===== config.mk =====
export PLATFORM = sky130hd
export DESIGN_NAME = cpu_control_unit
export DESIGN_NICKNAME = d
export VERILOG_FILES = /design/src/rtl/cpu_control_unit.sv
export SDC_FILE = /design/constraint.sdc
export NUM_CORES = 1
export LEC_CHECK = 0
export ABC_CLOCK_PERIOD_IN_PS = 2400
export BUFFER_PORTS_ARGS = -buffer_cell sky130_fd_sc_hd__buf_4
export CAP_MARGIN = 0
export CORE_MARGIN = 2
export CORE_UTILIZATION = 51
export DETAILED_ROUTE_END_ITERATION = 12
export GPL_TIMING_DRIVEN = 0
export PLACE_DENSITY_LB_ADDON = 0.1
export SYNTH_ARGS = -nofsm -noshare
export SYNTH_HDL_FRONTEND = slang
export SYNTH_SLANG_ARGS = --single-unit
export TNS_END_PERCENT = 30

===== constraint.sdc =====
create_clock -name clk -period 2.4 [get_ports clk]
set_input_delay 0.36 -clock clk [delete_from_list [all_inputs] [get_ports clk]]
set_output_delay 0.36 -clock clk [all_outputs]
set_load 0.05 [all_outputs]

===== src/rtl/cpu_control_unit.sv =====
// Multi-cycle instruction sequencer: owns PC and IR, fetches 16-bit instructions,
// decodes the datapath control bundle and resolves branches and jumps.
module cpu_control_unit #(
    parameter logic [15:0] RESET_PC = 16'h0000
) (
    input  logic        clk,
    input  logic        reset,
    input  logic [15:0] imemData,
    input  logic        imemValid,
    input  logic [15:0] Dout,
    input  logic [15:0] Aout,
    output logic        imemReq,
    output logic [15:0] imemAddr,
    output logic [3:0]  DA,
    output logic [3:0]  AA,
    output logic [3:0]  BA,
    output logic [2:0]  FS,
    output logic        MB,
    output logic [1:0]  resultSource,
    output logic        RW,
    output logic        MW,
    output logic [15:0] PC,
    output logic        instrDone
);

    typedef enum logic [1:0] {
        FETCH   = 2'd0,
        DECODE  = 2'd1,
        EXECUTE = 2'd2,
        LOAD    = 2'd3
    } state_t;

    localparam logic [3:0] OP_ADDI = 4'b1000;
    localparam logic [3:0] OP_LDI  = 4'b1001;
    localparam logic [3:0] OP_LD   = 4'b1010;
    localparam logic [3:0] OP_ST   = 4'b1011;
    localparam logic [3:0] OP_BZ   = 4'b1100;
    localparam logic [3:0] OP_BNZ  = 4'b1101;
    localparam logic [3:0] OP_JR   = 4'b1110;
    localparam logic [3:0] OP_JAL  = 4'b1111;

    localparam logic [1:0] SRC_F   = 2'd0;
    localparam logic [1:0] SRC_PC  = 2'd1;
    localparam logic [1:0] SRC_RAM = 2'd2;
    localparam logic [1:0] SRC_IMM = 2'd3;

    state_t      state_r, state_s;
    logic [15:0] pc_r, pc_s;
    logic [15:0] ir_r, ir_s;
    logic [3:0]  opcode_s;
    logic [15:0] imm_s;
    logic [2:0]  fs_s;
    logic        mb_s;
    logic [1:0]  src_s;
    logic        writes_rd_s;
    logic        rw_s, mw_s, done_s;

    assign opcode_s = ir_r[15:12];
    assign imm_s    = {{8{ir_r[7]}}, ir_r[7:0]};

    // Field decode of the instruction register
    always_comb begin
        fs_s        = 3'b000;
        mb_s        = 1'b0;
        src_s       = SRC_F;
        writes_rd_s = 1'b0;
        case (opcode_s)
            OP_ADDI: begin mb_s = 1'b1; writes_rd_s = 1'b1; end
            OP_LDI:  begin src_s = SRC_IMM; writes_rd_s = 1'b1; end
            OP_LD:   src_s = SRC_RAM;
            OP_JAL:  begin src_s = SRC_PC; writes_rd_s = 1'b1; end
            OP_ST, OP_BZ, OP_BNZ, OP_JR: fs_s = 3'b000;
            default: begin
                fs_s        = opcode_s[2:0];
                writes_rd_s = 1'b1;
            end
        endcase
    end

    // Next-state, PC/IR update and strobe generation
    always_comb begin
        state_s = state_r;
        pc_s    = pc_r;
        ir_s    = ir_r;
        rw_s    = 1'b0;
        mw_s    = 1'b0;
        done_s  = 1'b0;
        case (state_r)
            FETCH: begin
                if (imemValid) begin
                    ir_s    = imemData;
                    pc_s    = pc_r + 16'd1;
                    state_s = DECODE;
                end else begin
                    state_s = FETCH;
                end
            end
            DECODE: state_s = EXECUTE;
            EXECUTE: begin
                rw_s = writes_rd_s;
                mw_s = (opcode_s == OP_ST);
                if (opcode_s == OP_LD) begin
                    state_s = LOAD;
                end else begin
                    state_s = FETCH;
                    done_s  = 1'b1;
                end
                // pc_r already points past this instruction, so it is the branch base
                case (opcode_s)
                    OP_BZ:   pc_s = (Dout == 16'h0000) ? pc_r + imm_s : pc_r;
                    OP_BNZ:  pc_s = (Dout != 16'h0000) ? pc_r + imm_s : pc_r;
                    OP_JR,
                    OP_JAL:  pc_s = Aout;
                    default: pc_s = pc_r;
                endcase
            end
            LOAD: begin
                rw_s    = 1'b1;
                done_s  = 1'b1;
                state_s = FETCH;
            end
            default: state_s = FETCH;
        endcase
    end

    // State, program counter and instruction register
    always_ff @(posedge clk or negedge reset) begin
        if (!reset) begin
            state_r <= FETCH;
            pc_r    <= RESET_PC;
            ir_r    <= 16'h0000;
        end else begin
            state_r <= state_s;
            pc_r    <= pc_s;
            ir_r    <= ir_s;
        end
    end

    // Request is gated by reset so it stays low while reset is held
    assign imemReq      = (state_r == FETCH) && reset;
    assign imemAddr     = pc_r;
    assign PC           = pc_r;
    assign DA           = ir_r[11:8];
    assign AA           = ir_r[7:4];
    assign BA           = ir_r[3:0];
    assign FS           = fs_s;
    assign MB           = mb_s;
    assign resultSource = src_s;
    assign RW           = rw_s;
    assign MW           = mw_s;
    assign instrDone    = done_s;

endmodule


==> impl_metrics.tcl, run 1 <==
set metrics [dict create \
    routedWlPerCell_um 16.31 \
    cts_tree "built" \
    syn-num-nets 461 \
    cp-end-kind "flop" \
    die_y_um 80.54 \
    cts_inserted_buffers 5 \
    synth_top_area_share_pct 28.48 \
    setup_viol 0 \
    syn_to_final_growth_pct 37.90 \
    yosysWarnings 0 \
    grt_pass1_wl_um 14600 \
    syn_area_um2 2988 \
    ys_types 57 \
    grt_max_degree 36 \
    worstPathRequired_ns 2.58 \
    initial_core_util_pct 53.60 \
    gp_congestion 0.9141 \
    critPathLaunch "PC[2]" \
    synth_most_common_cell "nand2_1" \
    worstReg2RegStart "PC[2]" \
    start_kind "flop" \
    cts.sinks 34 \
    routed_wl_um 9508 \
    avgSynthCellArea_um2 7.603 \
    worstSkewPairLatency_ns 0.31 \
    first_pass_iters 5 \
    regToRegEndpoint "PC[15]" \
    grt_pass1_vias 3193 \
    arrival_ns 2.54 \
    drc 0 \
    dp_hpwl_um 6842 \
    crit_type "flop to flop" \
    async_flop_share_pct 100.0 \
    core_area_um2 5574 \
    relSlewSlack_pct 56.51 \
    drive_above_1_share_pct 33.86 \
    path_clk_slew_ns 0.09 \
    clock_path_buffers 2 \
    grt.overflow.total 0 \
    holdCritPathClass "primary input to async pin" \
    finalCritPeriodShare_pct 98.25 \
    vias_per_cell 5.789 \
    placed_cell_area_um2 3860 \
    routed-via-count 3375 \
    rows 27 \
    rsz0062_at_grt "yes" \
    fmax_ghz 0.4241 \
    cts_hold_buf 0 \
    holdWs_ns 0.01005 \
    synth-seq-area-share_pct 28.48 \
    drv_slew 0 \
    synth_area_leaders "dfrtp_1 28%, nand2_1 11%, buf_4 7.0%" \
    tightest_slew_ns 0.6524 \
    fin_area_um2 4120 \
    track_usage_pct 29.08 \
    min_period_ns 2.358 \
    synth_common_cells "90 x nand2_1, 34 x dfrtp_1, 31 x a21oi_1, 28 x buf_4, 22 x o21ai_0" \
    io_buffer_count 104 \
    synthFlopType "dfrtp_1" \
    die_area_um2 6487 \
    status "completed" \
    skew_ns 0.01093 \
    drt_iter0_drc 320 \
    fin_setup_tns_ns 0 \
    reg2reg_depth 7 \
    synthCells 393 \
    worstSetupEndpoint "PC[15]" \
    synth_edf_count 0 \
    rrSetupSlack_ns 0.04 \
    diodes 0 \
    drtAntennaViolNets 0 \
    hold_viol 0 \
    ios 105 \
    grt_antenna_before_repair 0 \
    nets 578 \
    die_w_um 80.54 \
    ys_ff_latch 34 \
    synth.largest_area_cell "dfrtp_1" \
    worstPathMaxFanout 8 \
    cts_max_level 2 \
    cts-root-buf "clkbuf_8" \
    cap_viol_max_count 0 \
]
[cell type report]
| class | instances | area, um2 |
|---|---|---|
| clock inverter | 3 | 45.04 |
| sequential | 34 | 854.6 |
| multi-input combinational | 303 | 1899 |
| inverter | 10 | 37.54 |
| clock buffer | 5 | 68.82 |
| timing repair buffer | 111 | 833.3 |
| buffer | 45 | 291.5 |
| fill | 466 | 1454 |
| tap | 72 | 90.09 |
[worst min-delay path by stage]
stage / from / to
global route: reset / PC[9]
detailed placement: reset / PC[3]
global placement: reset / PC[3]
finish: reset / PC[9]
CTS: reset / PC[6]
floorplan: reset / PC[0]
[stage by stage]
stage / instances / utilization [%] / setup WS (ns)
final: 583 / 73.92 / 0.04206
after global routing: 583 / 73.92 / -0.04640
after CTS: 577 / 71.72 / -0.04767
after detailed placement: 569 / 69.25 / -0.1116
after global placement: 569 / 69.25 / -0.1169
after floorplan: 393 / - / 0.06382
[cell usage in the layout, fill, tap and decap left out, drive strengths merged, types with 7 or more instances in the layout]
master,instances
dfrtp,34
nor2b,7
xnor2,9
nor2,21
clkbuf,17
nor3,10
nand3,12
buf,144
inv,10
ha,16
o21ai,24
a21oi,31
nand2,90
[timing repair]
action / in CTS / in global routing
setup endpoints to repair: 4 / 8
gates resized for setup: 5 / 17
pin swaps: 2 / 9
setup buffers: 0 / 7
gates cloned: 0 / 0
[registers in the layout, indices dropped and copies added (netlist names)]
register / cells
PC: 16
ir_r: 16
state_r: 2
[logic make-up after synthesis]
group,Yosys count,share of synthesized area [%]
AOI/OAI and AO/OA,97,20.81
DFF,34,28.48
buffers and inverters,56,11.14
xor gates and xnor gates,13,3.811
adders and majority gates,17,7.370
muxes,7,2.387
and+or+nand+nor,169,26.01
[layer usage]
layer  vias up  part of all wire (%)  GRT usage (%)
met1      1569                    42          37.03
li1       1610                     -              -
met4         0                   2.3          10.85
met3        26                   7.7          4.494
met2       170                    48          49.50
met5         -                     0              0
[worst max-delay path, stage by stage (launching register included)]
cell      delay, ns
dfrtp_2        0.48
ha_4           0.34
nand3_1        0.17
a211oi_2       0.29
o211ai_1       0.24
o311ai_2       0.36
mux2i_1        0.26
o21ai_1        0.09
Power of run 1 is not shown: default switching activity piles up to over one toggle a cycle in this logic, so the estimate is an artifact.
==> run 2: changes to the inputs <==
MAX_ROUTING_LAYER = met4   (was not set)
==> run 2 against run 1 <==
Effect of this change: setup slack got worse by 0.017 ns; global-route usage barely moved; critical endpoint is now PC[12]; first-iteration DRC count fell by 13%.
==> impl_metrics.tcl, run 2 (synthesis results as in run 1) <==
set metrics [dict create \
    status "completed" \
    worstPathMaxFanout 6 \
    skew_ns 0.006352 \
    grt_pass1_vias 2997 \
    grt.overflow.total 0 \
    drive_above_1_share_pct 32.87 \
    rows 27 \
    regToRegEndpoint "PC[12]" \
    cts_inserted_buffers 5 \
    cp-end-kind "flop" \
    worstPathRequired_ns 2.60 \
    slowest_delay_ns 0.45 \
    crit_type "flop to flop" \
    die_area_um2 6487 \
    worstSkewPairLatency_ns 0.29 \
    cts_hold_buf 0 \
    min_period_ns 2.375 \
    routedWlPerCell_um 15.58 \
    gp_congestion 0.9393 \
    critPathLaunch "PC[0]" \
    io_buffer_count 104 \
    worstReg2RegStart "PC[0]" \
    ios 105 \
    arrival_ns 2.57 \
    initial_core_util_pct 53.60 \
    cts.sinks 34 \
    first_pass_iters 4 \
    rsz0062_at_grt "yes" \
    cp_top_family "compound AO/OA/AOI/OAI gates" \
    drt_iter0_drc 278 \
    drc 0 \
    routed-via-count 3284 \
    cts_max_level 2 \
    post-route-util_pct 73.60 \
    drtAntennaViolNets 0 \
    grt_antenna_before_repair 0 \
    grt_max_degree 36 \
    dp_hpwl_um 6565 \
    rrSetupSlack_ns 0.03 \
    holdCritPathClass "primary input to async pin" \
    finalCritPeriodShare_pct 98.95 \
    fmax_ghz 0.4211 \
    syn_to_final_growth_pct 37.31 \
    tightest_slew_ns 0.6225 \
    reg2reg_depth 9 \
    track_usage_pct 29.10 \
    routed_wl_um 9039 \
    die_y_um 80.54 \
    path_cells "ha_2 -> fa_2 -> a21oi_4 -> o211ai_1 -> buf_4 -> a21oi_4 -> mux2i_1 -> nor3_1 -> o31ai_1" \
    clock_path_buffers 2 \
    cp_slowest_cell "dfrtp_2" \
    final_cell_mix "136 x buf_4, 90 x nand2_1, 32 x dfrtp_1" \
    cap_viol_max_count 0 \
    hold_viol 0 \
    die_w_um 80.54 \
    grt_pass1_wl_um 14260 \
    setup_viol 0 \
    relSlewSlack_pct 58.50 \
    cts_tree "built" \
    path_clk_slew_ns 0.08 \
    path_common_cell "a21oi_4" \
    diodes 0 \
    vias_per_cell 5.662 \
    cts-root-buf "clkbuf_8" \
    drv_slew 0 \
    layout_commonest_cell "buf_4" \
    worstPathBufferInverterCount 1 \
    nets 575 \
    start_kind "flop" \
    core_area_um2 5574 \
]
[run 2: per-layer routing]
layer | share of wire [%] | up-vias | track usage [%]
met3 | 6.8 | 17 | 4.270
li1 | - | 1601 | -
met5 | 0 | - | -
met1 | 44 | 1517 | 38.80
met2 | 48 | 149 | 46.08
met4 | 1.9 | 0 | 8.644
[run 2: what timing repair did]
action                     in CTS  in global routing
hold endpoints to repair        0                  0
buffers inserted                0                  4
gates resized for setup         6                 12
setup endpoints to repair       4                  5
pin swaps                       3                  3
cloned                          0                  0
[run 2: through the flow]
| stage | setup TNS, ns | cells | worst slack, ns | cell area (um2) | hold slack, ns |
|---|---|---|---|---|---|
| final | 0 | 580 | 0.02515 | 4103 | 0.02150 |
| after global placement | -0.3033 | 569 | -0.1024 | 3860 | 0.3459 |
| after floorplan | 0 | 393 | 0.06382 | 2989 | 0.06441 |
| after detailed placement | -0.4018 | 569 | -0.1481 | 3860 | 0.3492 |
| after global routing | -0.06569 | 580 | -0.04549 | 4103 | 0.05238 |
| after CTS | 0 | 577 | 0.004950 | 4021 | 0.03795 |
[run 2: how the worst max path moves through the flow]
stage | cells past startpoint | slack, ns | end
2_1_floorplan | 8 | 0.06 | PC[14]
3_3_place_gp | 8 | -0.10 | PC[12]
3_5_place_dp | 8 | -0.15 | PC[12]
4_1_cts | 7 | 0.005 | PC[13]
5_1_grt | 9 | -0.05 | PC[12]
6_report | 9 | 0.03 | PC[12]
[run 2: cell type report]
class,instances,area (um2)
flip-flops and latches,34,853.3
inverters,10,37.54
clock buffers,5,68.82
well taps,72,90.09
fillers,455,1471
plain buffers,45,291.5
multi-input cells,303,1882
clock inverters,3,68.82
repair buffers,108,810.8
Power of run 2 is left out for the same reason.
